--- src/rtl/cud_pkg.sv ---
// Shared types for the cud_multi counter bank: mode enum, direction codes
// and the per-channel next-value result record.
package cud_pkg;

   typedef enum logic {
      CUD_WRAP = 1'b0,
      CUD_SAT  = 1'b1
   } cud_mode_e;

   localparam logic CUD_UP   = 1'b1;
   localparam logic CUD_DOWN = 1'b0;

   // Widest channel the result record can carry; cud_chan truncates to WIDTH.
   localparam int CUD_MAX_W = 32;

   typedef struct packed {
      logic [CUD_MAX_W-1:0] value;
      logic                 ovf;
      logic                 unf;
      logic                 sat;
   } cud_res_t;

endpackage

--- src/rtl/cud_chan.sv ---
// One counter channel: next-value arithmetic, count/flag registers and a
// combinational carry_out (wrap event of this cycle) for cascading.
module cud_chan
   import cud_pkg::*;
#(
   parameter int WIDTH = 8
) (
   input  logic             clk,
   input  logic             rst,
   input  logic             en,
   input  logic             ud,
   input  logic             load_en,
   input  logic [WIDTH-1:0] load_val,
   input  logic [WIDTH-1:0] limit,
   input  logic [WIDTH-1:0] step,
   input  cud_mode_e        mode,
   output logic [WIDTH-1:0] count,
   output logic             rollover,
   output logic             underflow,
   output logic             sat_hit,
   output logic             carry_out
);

   // Two guard bits: one for the up-count carry, one for the down-count sign.
   localparam int XW = WIDTH + 2;
   localparam logic signed [XW-1:0] ONE_X = XW'(1);

   logic [WIDTH-1:0] count_q, count_d;
   logic             rollover_q, rollover_d;
   logic             underflow_q, underflow_d;
   logic             sat_hit_q, sat_hit_d;

   logic signed [XW-1:0] cnt_x, step_x, lim_x, sum_x, diff_x, wrap_x;
   cud_res_t             res;

   // NOTE: every signal written here gets a default first, so no path leaves
   // it unassigned and no latch is inferred.
   always_comb begin
      cnt_x  = $signed({2'b00, count_q});
      step_x = $signed({2'b00, step});
      lim_x  = $signed({2'b00, limit});
      sum_x  = cnt_x + step_x;
      diff_x = cnt_x - step_x;
      wrap_x = '0;
      res    = '0;
      case (ud)
         CUD_UP: begin
            if (sum_x <= lim_x) begin
               res.value = CUD_MAX_W'(sum_x[WIDTH-1:0]);
            end else if (mode == CUD_SAT) begin
               res.value = CUD_MAX_W'(limit);
               res.sat   = 1'b1;
            end else begin
               wrap_x    = sum_x - lim_x - ONE_X;
               res.value = (wrap_x > lim_x) ? CUD_MAX_W'(limit)
                                            : CUD_MAX_W'(wrap_x[WIDTH-1:0]);
               res.ovf   = 1'b1;
            end
         end
         CUD_DOWN: begin
            if (!diff_x[XW-1]) begin
               // A count left above a lowered limit is pulled back into range.
               res.value = (diff_x > lim_x) ? CUD_MAX_W'(limit)
                                            : CUD_MAX_W'(diff_x[WIDTH-1:0]);
            end else if (mode == CUD_SAT) begin
               res.sat = 1'b1;
            end else begin
               wrap_x    = diff_x + lim_x + ONE_X;
               res.value = (wrap_x[XW-1] || wrap_x > lim_x) ? CUD_MAX_W'(limit)
                                                             : CUD_MAX_W'(wrap_x[WIDTH-1:0]);
               res.unf   = 1'b1;
            end
         end
         default: res = '0;
      endcase
   end

   always_comb begin
      count_d     = count_q;
      rollover_d  = 1'b0;
      underflow_d = 1'b0;
      sat_hit_d   = 1'b0;
      carry_out   = 1'b0;
      if (load_en) begin
         count_d   = (load_val > limit) ? limit : load_val;
         sat_hit_d = (load_val > limit);
      end else if (en && step != '0) begin
         count_d     = res.value[WIDTH-1:0];
         rollover_d  = res.ovf;
         underflow_d = res.unf;
         sat_hit_d   = res.sat;
         carry_out   = res.ovf | res.unf;
      end
   end

   // NOTE: state registers use non-blocking assignment so every flop samples
   // the pre-edge values regardless of process ordering.
   always_ff @(posedge clk or posedge rst) begin
      if (rst) begin
         count_q     <= '0;
         rollover_q  <= 1'b0;
         underflow_q <= 1'b0;
         sat_hit_q   <= 1'b0;
      end else begin
         count_q     <= count_d;
         rollover_q  <= rollover_d;
         underflow_q <= underflow_d;
         sat_hit_q   <= sat_hit_d;
      end
   end

   assign count     = count_q;
   assign rollover  = rollover_q;
   assign underflow = underflow_q;
   assign sat_hit   = sat_hit_q;

endmodule

--- src/rtl/cud_multi.sv ---
// Bank of CHANNELS up/down counters with limit, wrap/saturate and load.
// Define CUD_MULTI_CASCADE_EN to chain channels into one wide counter.
module cud_multi
   import cud_pkg::*;
#(
   parameter int WIDTH    = 8,
   parameter int CHANNELS = 4
) (
   input  logic                      clk,
   input  logic                      rst,
   input  logic [CHANNELS-1:0]       en,
   input  logic [CHANNELS-1:0]       ud,
   input  logic [CHANNELS-1:0]       load_en,
   input  logic [CHANNELS*WIDTH-1:0] load,
   input  logic [CHANNELS*WIDTH-1:0] limit,
   input  logic [WIDTH-1:0]          step,
   input  cud_mode_e                 mode,
   output logic [CHANNELS*WIDTH-1:0] count,
   output logic [CHANNELS-1:0]       rollover,
   output logic [CHANNELS-1:0]       underflow,
   output logic [CHANNELS-1:0]       sat_hit
);

   logic [CHANNELS-1:0] en_eff;
   logic [CHANNELS-1:0] carry;
   logic                unused_carry;

   // The top channel's carry has no consumer.
   assign unused_carry = ^carry;

   for (genvar i = 0; i < CHANNELS; i++) begin : g_chan
`ifdef CUD_MULTI_CASCADE_EN
      if (i == 0) begin : g_head
         assign en_eff[i] = en[i];
      end else begin : g_link
         assign en_eff[i] = en[i] & carry[i-1];
      end
`else
      assign en_eff[i] = en[i];
`endif

      cud_chan #(.WIDTH(WIDTH)) u_chan (
         .clk       (clk),
         .rst       (rst),
         .en        (en_eff[i]),
         .ud        (ud[i]),
         .load_en   (load_en[i]),
         .load_val  (load[i*WIDTH +: WIDTH]),
         .limit     (limit[i*WIDTH +: WIDTH]),
         .step      (step),
         .mode      (mode),
         .count     (count[i*WIDTH +: WIDTH]),
         .rollover  (rollover[i]),
         .underflow (underflow[i]),
         .sat_hit   (sat_hit[i]),
         .carry_out (carry[i])
      );
   end

endmodule
--- config.mk ---
export PLATFORM = sky130hd
export DESIGN_NAME = cud_multi
export DESIGN_NICKNAME = d
export VERILOG_FILES = /design/src/rtl/cud_pkg.sv /design/src/rtl/cud_chan.sv /design/src/rtl/cud_multi.sv
export SDC_FILE = /design/constraint.sdc
export NUM_CORES = 1
export LEC_CHECK = 0
export CAP_MARGIN = 0
export CORE_UTILIZATION = 65
export DETAILED_ROUTE_END_ITERATION = 6
export GPL_ROUTABILITY_DRIVEN = 1
export GPL_TIMING_DRIVEN = 0
export PLACE_DENSITY = 0.95
export SLEW_MARGIN = 40
export SYNTH_ARGS = -nofsm -noshare
export SYNTH_HDL_FRONTEND = slang
export SYNTH_SLANG_ARGS = --single-unit
--- constraint.sdc ---
create_clock -name clk -period 9.85 [get_ports clk]
set_input_delay 2.4625 -clock clk [delete_from_list [all_inputs] [get_ports clk]]
set_output_delay 2.4625 -clock clk [all_outputs]
set_load 0.01 [all_outputs]
; ---- Word level (Yosys, flattened, before mapping)
; Cells that the tools add are included.
[totals]
regBits = 44
inputBits = 87
output_inout_bits = 44
word_cells = 171
[classes]
add_sub_neg = 24
magnitude_cmp = 20
n_mux = 94
n_bitwise = 4
n_reduce_logical = 13
[ops]
columns = operator, n
row1 = $mux 8, 40
row2 = $gt 10x9->1, 12
row3 = $pmux 8 s2, 4
row4 = $mux 1, 42
row5 = $add 10x2->10 const B, 4
row6 = $add 10x9->10, 4
row7 = $le 10x9->1, 4
row8 = $sub 10x2->10 const B, 4
row9 = $sub 10x9->10, 4
row10 = $add 8x8->9, 4
row11 = $sub 8x8->9, 4
row12 = $gt 8x8->1, 4
row13 = $mux 2, 4
row14 = $pmux 1 s2, 4
row15 = $reduce_bool 2->1, 4
row16 = $reduce_bool 8->1, 1
row17 = $logic_and 1x1->1, 4
row18 = $logic_or 1x1->1, 4
row19 = $not 1->1, 4

; ---- Logic depth before layout (Yosys ltp)
; Gate-level depths: netlist (run 1).
[depth]
word_depth = 11
mapped_depth = 25
depth_no_buf = 25

; ---- Cells and area by module
; A second synthesis (run 1) with hierarchy kept.
[unflattened]
cells_unflattened = 1685
hier_area_um2 = 13230.2
[modules_own_cells]
columns = mod, n_inst, cells_each, area_per_inst_um2, seq_area_each_um2
row1 = cud_chan at g_chan[2].u_chan, 1, 428, 3484.6, 275.3
row2 = cud_chan at g_chan[3].u_chan, 1, 434, 3329.4, 275.3
row3 = cud_chan at g_chan[1].u_chan, 1, 426, 3244.4, 275.3
row4 = cud_chan at g_chan[0].u_chan, 1, 397, 3171.8, 275.3

; ---- Worst setup path before layout (run 1)
; Ideal clock, no wire load.
[synth_timing]
kind = input-to-reg
start = input step[1]
end = register g_chan[1].u_chan.count_q[2]
setup_ps = 94
arrival_time_ps = 6662
required_ps = 9756
setup_slack_ps = 3094
stages = 23
path_buffers = 1
path_cell_list = inv_1 ha_1 inv_1 a21oi_1 nor3_1 a211o_1 a21oi_1 xor2_1 ha_1 a21oi_1 inv_1 a31oi_1 xnor2_1 ha_1 nand2_1 a21oi_1 o41ai_1 a21oi_1 or4_1 a31o_1 buf_6 a2111o_1 a221oi_2
[synth_between]
elab_chain_len = 11
word_cells_on_any_way = 24
cone_classes = 6 x add/sub / 4 x order compare / 10 x mux / 4 x reduce/logical
[synth_rtl]
columns = element, line
row1 = start: declaration, cud_multi.sv:16  ; input logic [WIDTH-1:0] step,
row2 = $sub 8x8->9, cud_chan.sv:43  ; diff_x = cnt_x - step_x;
row3 = $add 10x9->10, cud_chan.sv:68  ; wrap_x = diff_x + lim_x + ONE_X;
row4 = $add 10x2->10, cud_chan.sv:68
row5 = $gt 10x9->1, cud_chan.sv:69  ; res.value = (wrap_x[XW-1] || wrap_x > lim_x) ? CUD_MAX_W'(limit)
row6 = $logic_or 1x1->1, cud_chan.sv:69
row7 = $mux 8, cud_chan.sv:69
row8 = $mux 8, cud_chan.sv:65  ; end else if (mode == CUD_SAT) begin
row9 = $mux 8, cud_chan.sv:61  ; if (!diff_x[XW-1]) begin
row10 = $pmux 8 s2, cud_chan.sv:46  ; case (ud)
row11 = $mux 8, cud_chan.sv:87  ; end else if (en && step != '0) begin
row12 = $mux 8, cud_chan.sv:84  ; if (load_en) begin
row13 = end signal: assignment, cud_chan.sv:105  ; count_q <= count_d;
row14 = end: declaration, cud_chan.sv:28  ; logic [WIDTH-1:0] count_q, count_d;
; Several ways; a longest one is shown, not always the timed one. The select of a mux whose other input is x is not followed.
; A chain may end at the register's enable or synchronous reset.

; ---- Worst setup path in the final report (run 1)
[layout_timing]
start = input step[1]
end = register g_chan[2].u_chan.count_q[4]
[layout_between]
elab_chain_len = 11
word_cells_on_any_way = 24
cone_classes = 6 x add/sub / 4 x order compare / 10 x mux / 4 x reduce/logical
[layout_rtl]
columns = element, line
row1 = $sub 8x8->9, cud_chan.sv:43
row2 = $add 10x9->10, cud_chan.sv:68
row3 = $add 10x2->10, cud_chan.sv:68
row4 = $gt 10x9->1, cud_chan.sv:69
row5 = $logic_or 1x1->1, cud_chan.sv:69
row6 = $mux 8, cud_chan.sv:69
row7 = $mux 8, cud_chan.sv:65
row8 = $mux 8, cud_chan.sv:61
row9 = $pmux 8 s2, cud_chan.sv:46
row10 = $mux 8, cud_chan.sv:87
row11 = $mux 8, cud_chan.sv:84
row12 = end signal: assignment, cud_chan.sv:105
row13 = end: declaration, cud_chan.sv:28
; Several ways; a longest one is shown, not always the timed one. The select of a mux whose other input is x is not followed.

==> results_dict.tcl, run 1 <==
set metrics [dict create \
    root_buffer "clkbuf_16" \
    rows 49 \
    reg2reg_depth 22 \
    cts_hold_buf 0 \
    yosysTopAreaCell "ha_1" \
    crit_fanout 10 \
    slew_viol_final 0 \
    crit_top_cell "ha_1" \
    start_util 0.669 \
    antenna_left 0 \
    viasPerCell 6.72 \
    fin_area_um2 13900 \
    use_met3 0.0478 \
    grt_util_met1 0.527 \
    worstPathRequired_ps 10010 \
    cts_resized 0 \
    post_cts_buffers 0 \
    cp.arrival_ps 8960 \
    busiest_layer "met2" \
    crit_cells 23 \
    hold_path_class "reg2reg" \
    cp-start-kind "input port" \
    grt_usage 0.408 \
    netlist_area_um2 12100 \
    fin_crit_sh 0.893 \
    numPortBuffers 128 \
    end_kind "flop" \
    layout_setup_ws_ps 1050 \
    die_w_um 138 \
    cts_buffers 5 \
    via_count 12700 \
    r2r-end "g_chan[2].u_chan.count[4]" \
    critPathCapture "g_chan[2].u_chan.count[4]" \
    drtPass1Iterations 7 \
    avgRoutedWirePerCell_um 20.8 \
    io_pins 131 \
    fin_skew_ps 10.8 \
    max_freq_mhz 114 \
    core_area_um2 18100 \
    cts_tree "done" \
    clk_pin_slew_ps 70 \
    clkLatencyLatePin_ps 310 \
    area_growth_pct 14.4 \
    avgSynthCellArea_um2 7.93 \
    first_global_vias 12400 \
    layout.nets 2019 \
    synth_common_cells "ha_1 (252), nor2_1 (137), a21oi_1 (126), inv_1 (121), nand2_1 (67)" \
    worstSetupStartpoint "step[1]" \
    die_area_um2 19200 \
    cp_slowest_stage_delay_ps 880 \
    hold_viol 0 \
    crit_chain "clkdlybuf4s50_1, inv_1, ha_1, nor2b_1, o21ai_0, o311ai_0, nor2_1, xor2_1, ha_1, clkbuf_1, nor3_1, a2111oi_0, nor2_1, ha_1, and2_1, nand3_1, nor3_1, a31oi_1, o221a_2, o21ai_0, o211ai_1, a221oi_1, a211oi_1" \
    fin_tns_setup_ps 0 \
    antenna_found_initial 0 \
    grt_max_degree 25 \
    chipHeight_um 138 \
    finalSetupViolCount 0 \
    ys_ff_latch 44 \
    ff2ff_setup_slack_ps 3910 \
    syn_inst 1527 \
    synthesis.nets 1882 \
    dpl.hpwl_um 32400 \
    synth_edf_count 0 \
    routed_wl_um 39400 \
    grt_use_met2 0.671 \
    diodes 0 \
    gp_congestion 0.971 \
    ys_seq_area_frac 0.0909 \
    synth_most_common_cell "ha_1" \
    clock-sinks 44 \
    slowest_stage "clkdlybuf4s50_1" \
    place_ws_ps 889 \
    drive_above_1_share 0.0511 \
    synth.distinct_cells 80 \
    async_reset_ff_frac 1.00 \
    cap_viol_max_count 0 \
    fin_crit_ps 8800 \
    status "complete, but fails checks" \
    cp_top_family "compound AO/OA/AOI/OAI gates" \
    fillers 1389 \
    rsz0062_at_grt "no" \
    grt-ovfl-total 0 \
    slew_headroom 0.448 \
    cts.htree.levels 2 \
    grt_first_pass_wirelength_um 63400 \
    ys_warn_count 0 \
    r2r_start "g_chan[2].u_chan.count[3]" \
    post-synth-top-area-fraction 0.260 \
    violations "design-rule violations" \
    drc_errors 22 \
    synth_area_leaders "ha_1 (26%), dfrtp_1 (9.1%), a21oi_1 (5.2%)" \
    clk_path_buf_depth 2 \
    worst-path-buf-inv 3 \
    drt_iter0_markers 1331 \
    yosys_most_used_dff "dfrtp_1" \
    dpl_cell_area_um2 13700 \
    worst_slew_pin_slew_ps 822 \
    setup.worst_path.class "in2reg" \
]
[state kept, by name, indices dropped and copies added, names as in the netlist]
signal	flops
g_chan.u_chan.count	32
g_chan.u_chan.sat_hit	4
g_chan.u_chan.rollover	4
g_chan.u_chan.underflow	4
[kinds of logic (layout without fill, tap and decap cells)]
| logic type | after synthesis | in the layout | synth area share |
|---|---|---|---|
| XOR/XNOR | 97 | 97 | 0.0702 |
| buffers and inverters | 172 | 309 | 0.0599 |
| AND/OR/NAND/NOR | 424 | 424 | 0.173 |
| AO/OA/AOI/OAI | 444 | 444 | 0.252 |
| flip-flops | 44 | 44 | 0.0909 |
| adder cells (fa/ha/maj) | 268 | 268 | 0.287 |
| multiplexers | 78 | 78 | 0.0662 |
[worst reg2reg max path, cell delays in order, from the launching register on]
cell and delay, ps:
dfrtp_1 450, ha_1 300, clkbuf_1 310, nor3_1 110, o21ai_0 100, o311ai_0 210
nor2_1 170, xor2_1 330, ha_1 180, clkbuf_1 250, nor3_1 120, a2111oi_0 580
nor2_1 210, ha_1 340, and2_1 150, nand3_1 90, nor3_1 180, a31oi_1 120
o221a_2 370, o21ai_0 380, o211ai_1 340, a221oi_1 410, a211oi_1 90
[worst min path at each step]
stage	startpoint	end	slack [ps]	depth (start not counted)
6_report	g_chan[3].u_chan.count[7]	g_chan[3].u_chan.count[7]	620	1
5_1_grt	g_chan[3].u_chan.count[7]	g_chan[3].u_chan.count[7]	640	1
4_1_cts	g_chan[3].u_chan.count[7]	g_chan[3].u_chan.count[7]	620	1
3_5_place_dp	g_chan[3].u_chan.count[7]	g_chan[3].u_chan.count[7]	600	1
3_3_place_gp	g_chan[3].u_chan.count[7]	g_chan[3].u_chan.count[7]	600	1
2_1_floorplan	g_chan[1].u_chan.count[3]	g_chan[1].u_chan.count[3]	570	1
[per-stage QoR]
step                std cells  utilization  hold WS, ps
finish                   1893        0.766          617
global route             1893        0.766          644
CTS                      1893        0.766          616
detailed placement       1886        0.758          601
global placement         1884        0.756          596
floorplan                1527            -          573
[per-layer routing]
layer | up-vias | wire length (µm)
li1 | 5906 | -
met4 | 0 | 2100
met5 | - | 0
met3 | 167 | 3420
met1 | 5870 | 16100
met2 | 774 | 17800
[cell usage in the layout (no fill, tap or decap), drive strengths merged, types with 34 or more instances in the layout]
cell type	count
a21oi	130
o21ai	68
nor3	40
inv	122
mux2i	61
clkdlybuf4s50	128
xnor2	63
nor2	137
ha	252
nand2	67
dfrtp	44
nor2b	43
xor2	34
[cell type report]
cell class | count | area [µm²] | share of cell area
Buffer | 50 | 268 | 0.0193
Clock buffer | 5 | 125 | 0.00903
Clock inverter | 2 | 12.5 | 0.000903
Inverter | 122 | 460 | 0.0332
Multi-Input combinational cell | 1311 | 10300 | 0.743
Sequential cell | 44 | 1100 | 0.0795
Tap cell | 229 | 287 | 0.0207
Timing Repair Buffer | 130 | 1310 | 0.0943
Power of run 1 is left out: the tool's default activity adds up to more than one toggle a clock period on the data nets, which glitch-free logic cannot reach.
==> run 2, diff against run 1 <==
Settings changed: CORE_UTILIZATION 65 to 35, PLACE_DENSITY 0.95 to 0.59.
==> results_dict.tcl, run 2 (synthesis gave the netlist of run 1 again) <==
set metrics [dict create \
    fin_tns_setup_ps 0 \
    cts_resized 0 \
    worstPathRequired_ps 10020 \
    antenna_found_initial 0 \
    multi_input_area_um2 10300 \
    final_cell_mix "ha_1 (252), nor2_1 (137), clkdlybuf4s50_1 (128)" \
    dpl.hpwl_um 34700 \
    avgRoutedWirePerCell_um 19.5 \
    clock-sinks 44 \
    slew_headroom 0.413 \
    slew_viol_final 0 \
    fin_crit_sh 0.885 \
    io_pins 131 \
    cap_viol_max_count 0 \
    area_growth_pct 16.9 \
    via_count 12000 \
    chipHeight_um 188 \
    routed_wl_um 41100 \
    drc_errors 3 \
    crit_chain "clkdlybuf4s50_1, inv_1, ha_1, nor2b_1, o21ai_0, o311ai_0, nor2_1, xor2_1, ha_1, clkbuf_1, nor3_1, a2111oi_0, nor2_1, ha_1, and2_1, nand3_1, nor3_1, a31oi_1, o221a_2, o21ai_0, o211ai_1, a221oi_1, a211oi_1" \
    finalSetupViolCount 0 \
    diodes 0 \
    worst-path-buf-inv 3 \
    fin_area_um2 14200 \
    dpl_cell_area_um2 14000 \
    rows 67 \
    crit_fanout 10 \
    post_cts_buffers 0 \
    violations "design-rule violations" \
    largest_reg_flops 32 \
    die_area_um2 35300 \
    grt_max_degree 24 \
    fin_skew_ps 7.12 \
    cts_hold_buf 0 \
    viasPerCell 5.70 \
    die_w_um 188 \
    antenna_left 0 \
    crit_top_cell "ha_1" \
    drive_above_1_share 0.0517 \
    layout.nets 2018 \
    cp_slowest_stage_delay_ps 870 \
    final_common_cell "ha_1" \
    first_global_vias 12000 \
    status "complete, but fails checks" \
    drt_iter0_markers 1022 \
    end_kind "flop" \
    grt-ovfl-total 0 \
    slowest_stage "clkdlybuf4s50_1" \
    grt_usage 0.231 \
    gp_congestion 0.939 \
    start_util 0.358 \
    cts.htree.levels 2 \
    setup.worst_path.class "in2reg" \
    cp-start-kind "input port" \
    core_area_um2 33800 \
    cts_tree "done" \
    clk_pin_slew_ps 70 \
    grt_first_pass_wirelength_um 64400 \
    drtPass1Iterations 7 \
    seq_area_um2 1100 \
    hold_viol 0 \
    clkLatencyLatePin_ps 310 \
    max_freq_mhz 115 \
    worst_slew_pin_slew_ps 858 \
    cts_buffers 5 \
    clk_path_buf_depth 2 \
    cp_top_family "compound AO/OA/AOI/OAI gates" \
    numPortBuffers 128 \
    rsz0062_at_grt "no" \
    fillers 3434 \
    hold_path_class "reg2reg" \
    root_buffer "clkbuf_16" \
    cp.arrival_ps 8880 \
    fin_crit_ps 8720 \
]
run 2: cell types whose count changed in the layout (fill, tap and decap cells not counted):
cell	change
inv_6	+1
bufinv_16	+1
clkinv_2	-1
a22oi_1	-1
a22oi_2	+1
buf_2	-1
run 2: tightest hold or removal path, cell delays in order (launching register included):
cell	delay, ps
dfrtp_1	430
nor2_1	120
a211oi_1	50
run 2: worst paths after layout:
check,from,endpoint,slack (ps),cells past startpoint
worst min-delay path,g_chan[2].u_chan.count[6],g_chan[2].u_chan.count[6],630,2
max in group asynchronous,rst,g_chan[1].u_chan.count[2],6940,3
worst max register to register,g_chan[2].u_chan.count[3],g_chan[2].u_chan.count[4],3930,20
worst min register to register,g_chan[2].u_chan.count[6],g_chan[2].u_chan.count[6],630,2
min in group asynchronous,rst,g_chan[2].u_chan.underflow,2470,2
worst max-delay path,step[1],g_chan[2].u_chan.count[4],1130,23
run 2: metrics by stage:
step / hold WS (ps) / cells / setup slack (ps) / utilization
finish: 631 / 2112 / 1130 / 0.419
detailed placement: 623 / 2104 / 880 / 0.414
floorplan: 573 / 1527 / 3090 / -
CTS: 633 / 2112 / 1170 / 0.419
global route: 670 / 2112 / 547 / 0.419
global placement: 619 / 2103 / 881 / 0.413
run 2: layout make-up:
type | instances | area share
multi-input cells | 1311 | 0.727
inverters | 122 | 0.0325
repair buffers | 129 | 0.0919
clock inverters | 3 | 0.00327
plain buffers | 50 | 0.0189
clock buffers | 5 | 0.00884
well taps | 448 | 0.0396
flip-flops and latches | 44 | 0.0778
run 2: metal layers:
| metal | vias up | share of wire | track usage | wire length, µm |
|---|---|---|---|---|
| li1 | 5906 | - | - | - |
| met3 | 71 | 0.057 | 0.0251 | 2360 |
| met5 | - | 0 | 0 | 0 |
| met4 | 0 | 0.026 | 0.0657 | 1060 |
| met2 | 404 | 0.45 | 0.381 | 18500 |
| met1 | 5660 | 0.47 | 0.315 | 19200 |
Power of run 2 is left out for the same reason.
==> run 3, diff against run 2 <==
Settings changed: CTS_CLUSTER_DIAMETER set to 120, MAX_ROUTING_LAYER set to met4.
==> results_dict.tcl, run 3 (synthesis gave the netlist of run 1 again) <==
set metrics [dict create \
    status "complete, no violations" \
    slew_headroom 0.414 \
    cts_tree "done" \
    cts_resized 0 \
    grt_usage 0.238 \
    drc_errors 0 \
    slew_viol_final 0 \
    first_global_vias 11800 \
    finalSetupViolCount 0 \
    cp-start-kind "input port" \
    io_pins 131 \
    fin_tns_setup_ps 0 \
    grt_first_pass_wirelength_um 64700 \
    dpl.hpwl_um 34900 \
    setup.worst_path.class "in2reg" \
    numPortBuffers 128 \
    layout.nets 2018 \
    die_area_um2 35300 \
    grt-ovfl-total 0 \
    antenna_found_initial 0 \
    largest_reg_flops 32 \
    via_count 12200 \
    cts_hold_buf 0 \
    chipHeight_um 188 \
    fin_crit_ps 8770 \
    clk_path_buf_depth 2 \
    antenna_left 0 \
    hold_viol 0 \
    rows 67 \
    routed_wl_um 41600 \
    crit_fanout 10 \
    final_cell_mix "ha_1 (252), nor2_1 (137), clkdlybuf4s50_1 (128)" \
    worst_slew_pin_slew_ps 873 \
    core_area_um2 33800 \
    avgRoutedWirePerCell_um 19.7 \
    cp.arrival_ps 8980 \
    drive_above_1_share 0.0517 \
    viasPerCell 5.76 \
    post_cts_buffers 0 \
    drtPass1Iterations 5 \
    clock-sinks 44 \
    end_kind "flop" \
    cts.htree.levels 2 \
    grt_max_degree 24 \
    clkLatencyLatePin_ps 310 \
    die_w_um 188 \
    worstPathRequired_ps 10060 \
    diodes 0 \
    cap_viol_max_count 0 \
    drt_iter0_markers 955 \
    root_buffer "clkbuf_16" \
    gp_congestion 0.960 \
    cts_buffers 5 \
    clk_pin_slew_ps 70 \
    rsz0062_at_grt "no" \
    final_common_cell "ha_1" \
    max_freq_mhz 114 \
    hold_path_class "reg2reg" \
    fin_crit_sh 0.890 \
    start_util 0.358 \
    area_growth_pct 16.9 \
    fin_skew_ps 4.51 \
]
==> run 3: cell counts in the layout (fill, tap and decap cells not counted) <==
Identical to the previous run, type by type.
==> run 3: worst max-delay path, cell delays in order <==
cell             delay, ps
clkdlybuf4s50_1        870
inv_1                  430
ha_1                   420
nor2b_1                 50
o21ai_0                170
o311ai_0               220
nor2_1                 170
xor2_1                 350
ha_1                   180
clkbuf_1               250
nor3_1                 120
a2111oi_0              610
nor2_1                 200
ha_1                   340
and2_1                 150
nand3_1                 80
nor3_1                 170
a31oi_1                110
o221a_2                350
nor3_1                 710
a221oi_1               240
a221oi_1               300
==> run 3: worst paths after layout <==
kind / end / start / slack (ps) / depth (start not counted)
setup / recovery: g_chan[2].u_chan.count[1] / step[1] / 1080 / 22
max in group asynchronous: g_chan[0].u_chan.sat_hit / rst / 6910 / 3
hold reg to reg: g_chan[2].u_chan.count[6] / g_chan[2].u_chan.count[6] / 640 / 2
setup reg to reg: g_chan[2].u_chan.count[1] / g_chan[2].u_chan.count[3] / 3910 / 21
min in group asynchronous: g_chan[1].u_chan.count[6] / rst / 2470 / 2
hold / removal: g_chan[2].u_chan.count[6] / g_chan[2].u_chan.count[6] / 640 / 2
==> run 3: per-layer routing <==
layer	up-vias	wire, µm	GRT usage
met3	66	2530	0.0240
met5	-	0	-
met2	429	18500	0.381
li1	5906	-	-
met4	0	1010	0.0591
met1	5756	19500	0.320
==> run 3: layout make-up <==
class                           instances  area [µm²]
Clock inverter                          3        46.3
Multi-Input combinational cell       1311       10300
Inverter                              122         460
Clock buffer                            5         125
Buffer                                 50         268
Tap cell                              448         561
Fill cell                            3470       19600
Timing Repair Buffer                  129        1300
Sequential cell                        44        1100
==> run 3: per-stage QoR <==
step | instance area, µm² | hold slack [ps] | setup slack (ps) | cells | util
4_1_cts | 14200 | 638 | 1140 | 2112 | 0.419
3_5_place_dp | 14000 | 609 | 832 | 2104 | 0.414
2_1_floorplan | 12100 | 573 | 3090 | 1527 | -
5_1_grt | 14200 | 669 | 443 | 2112 | 0.419
6_report | 14200 | 636 | 1080 | 2112 | 0.419
3_3_place_gp | 13900 | 626 | 861 | 2103 | 0.413
Power of run 3 is left out for the same reason.
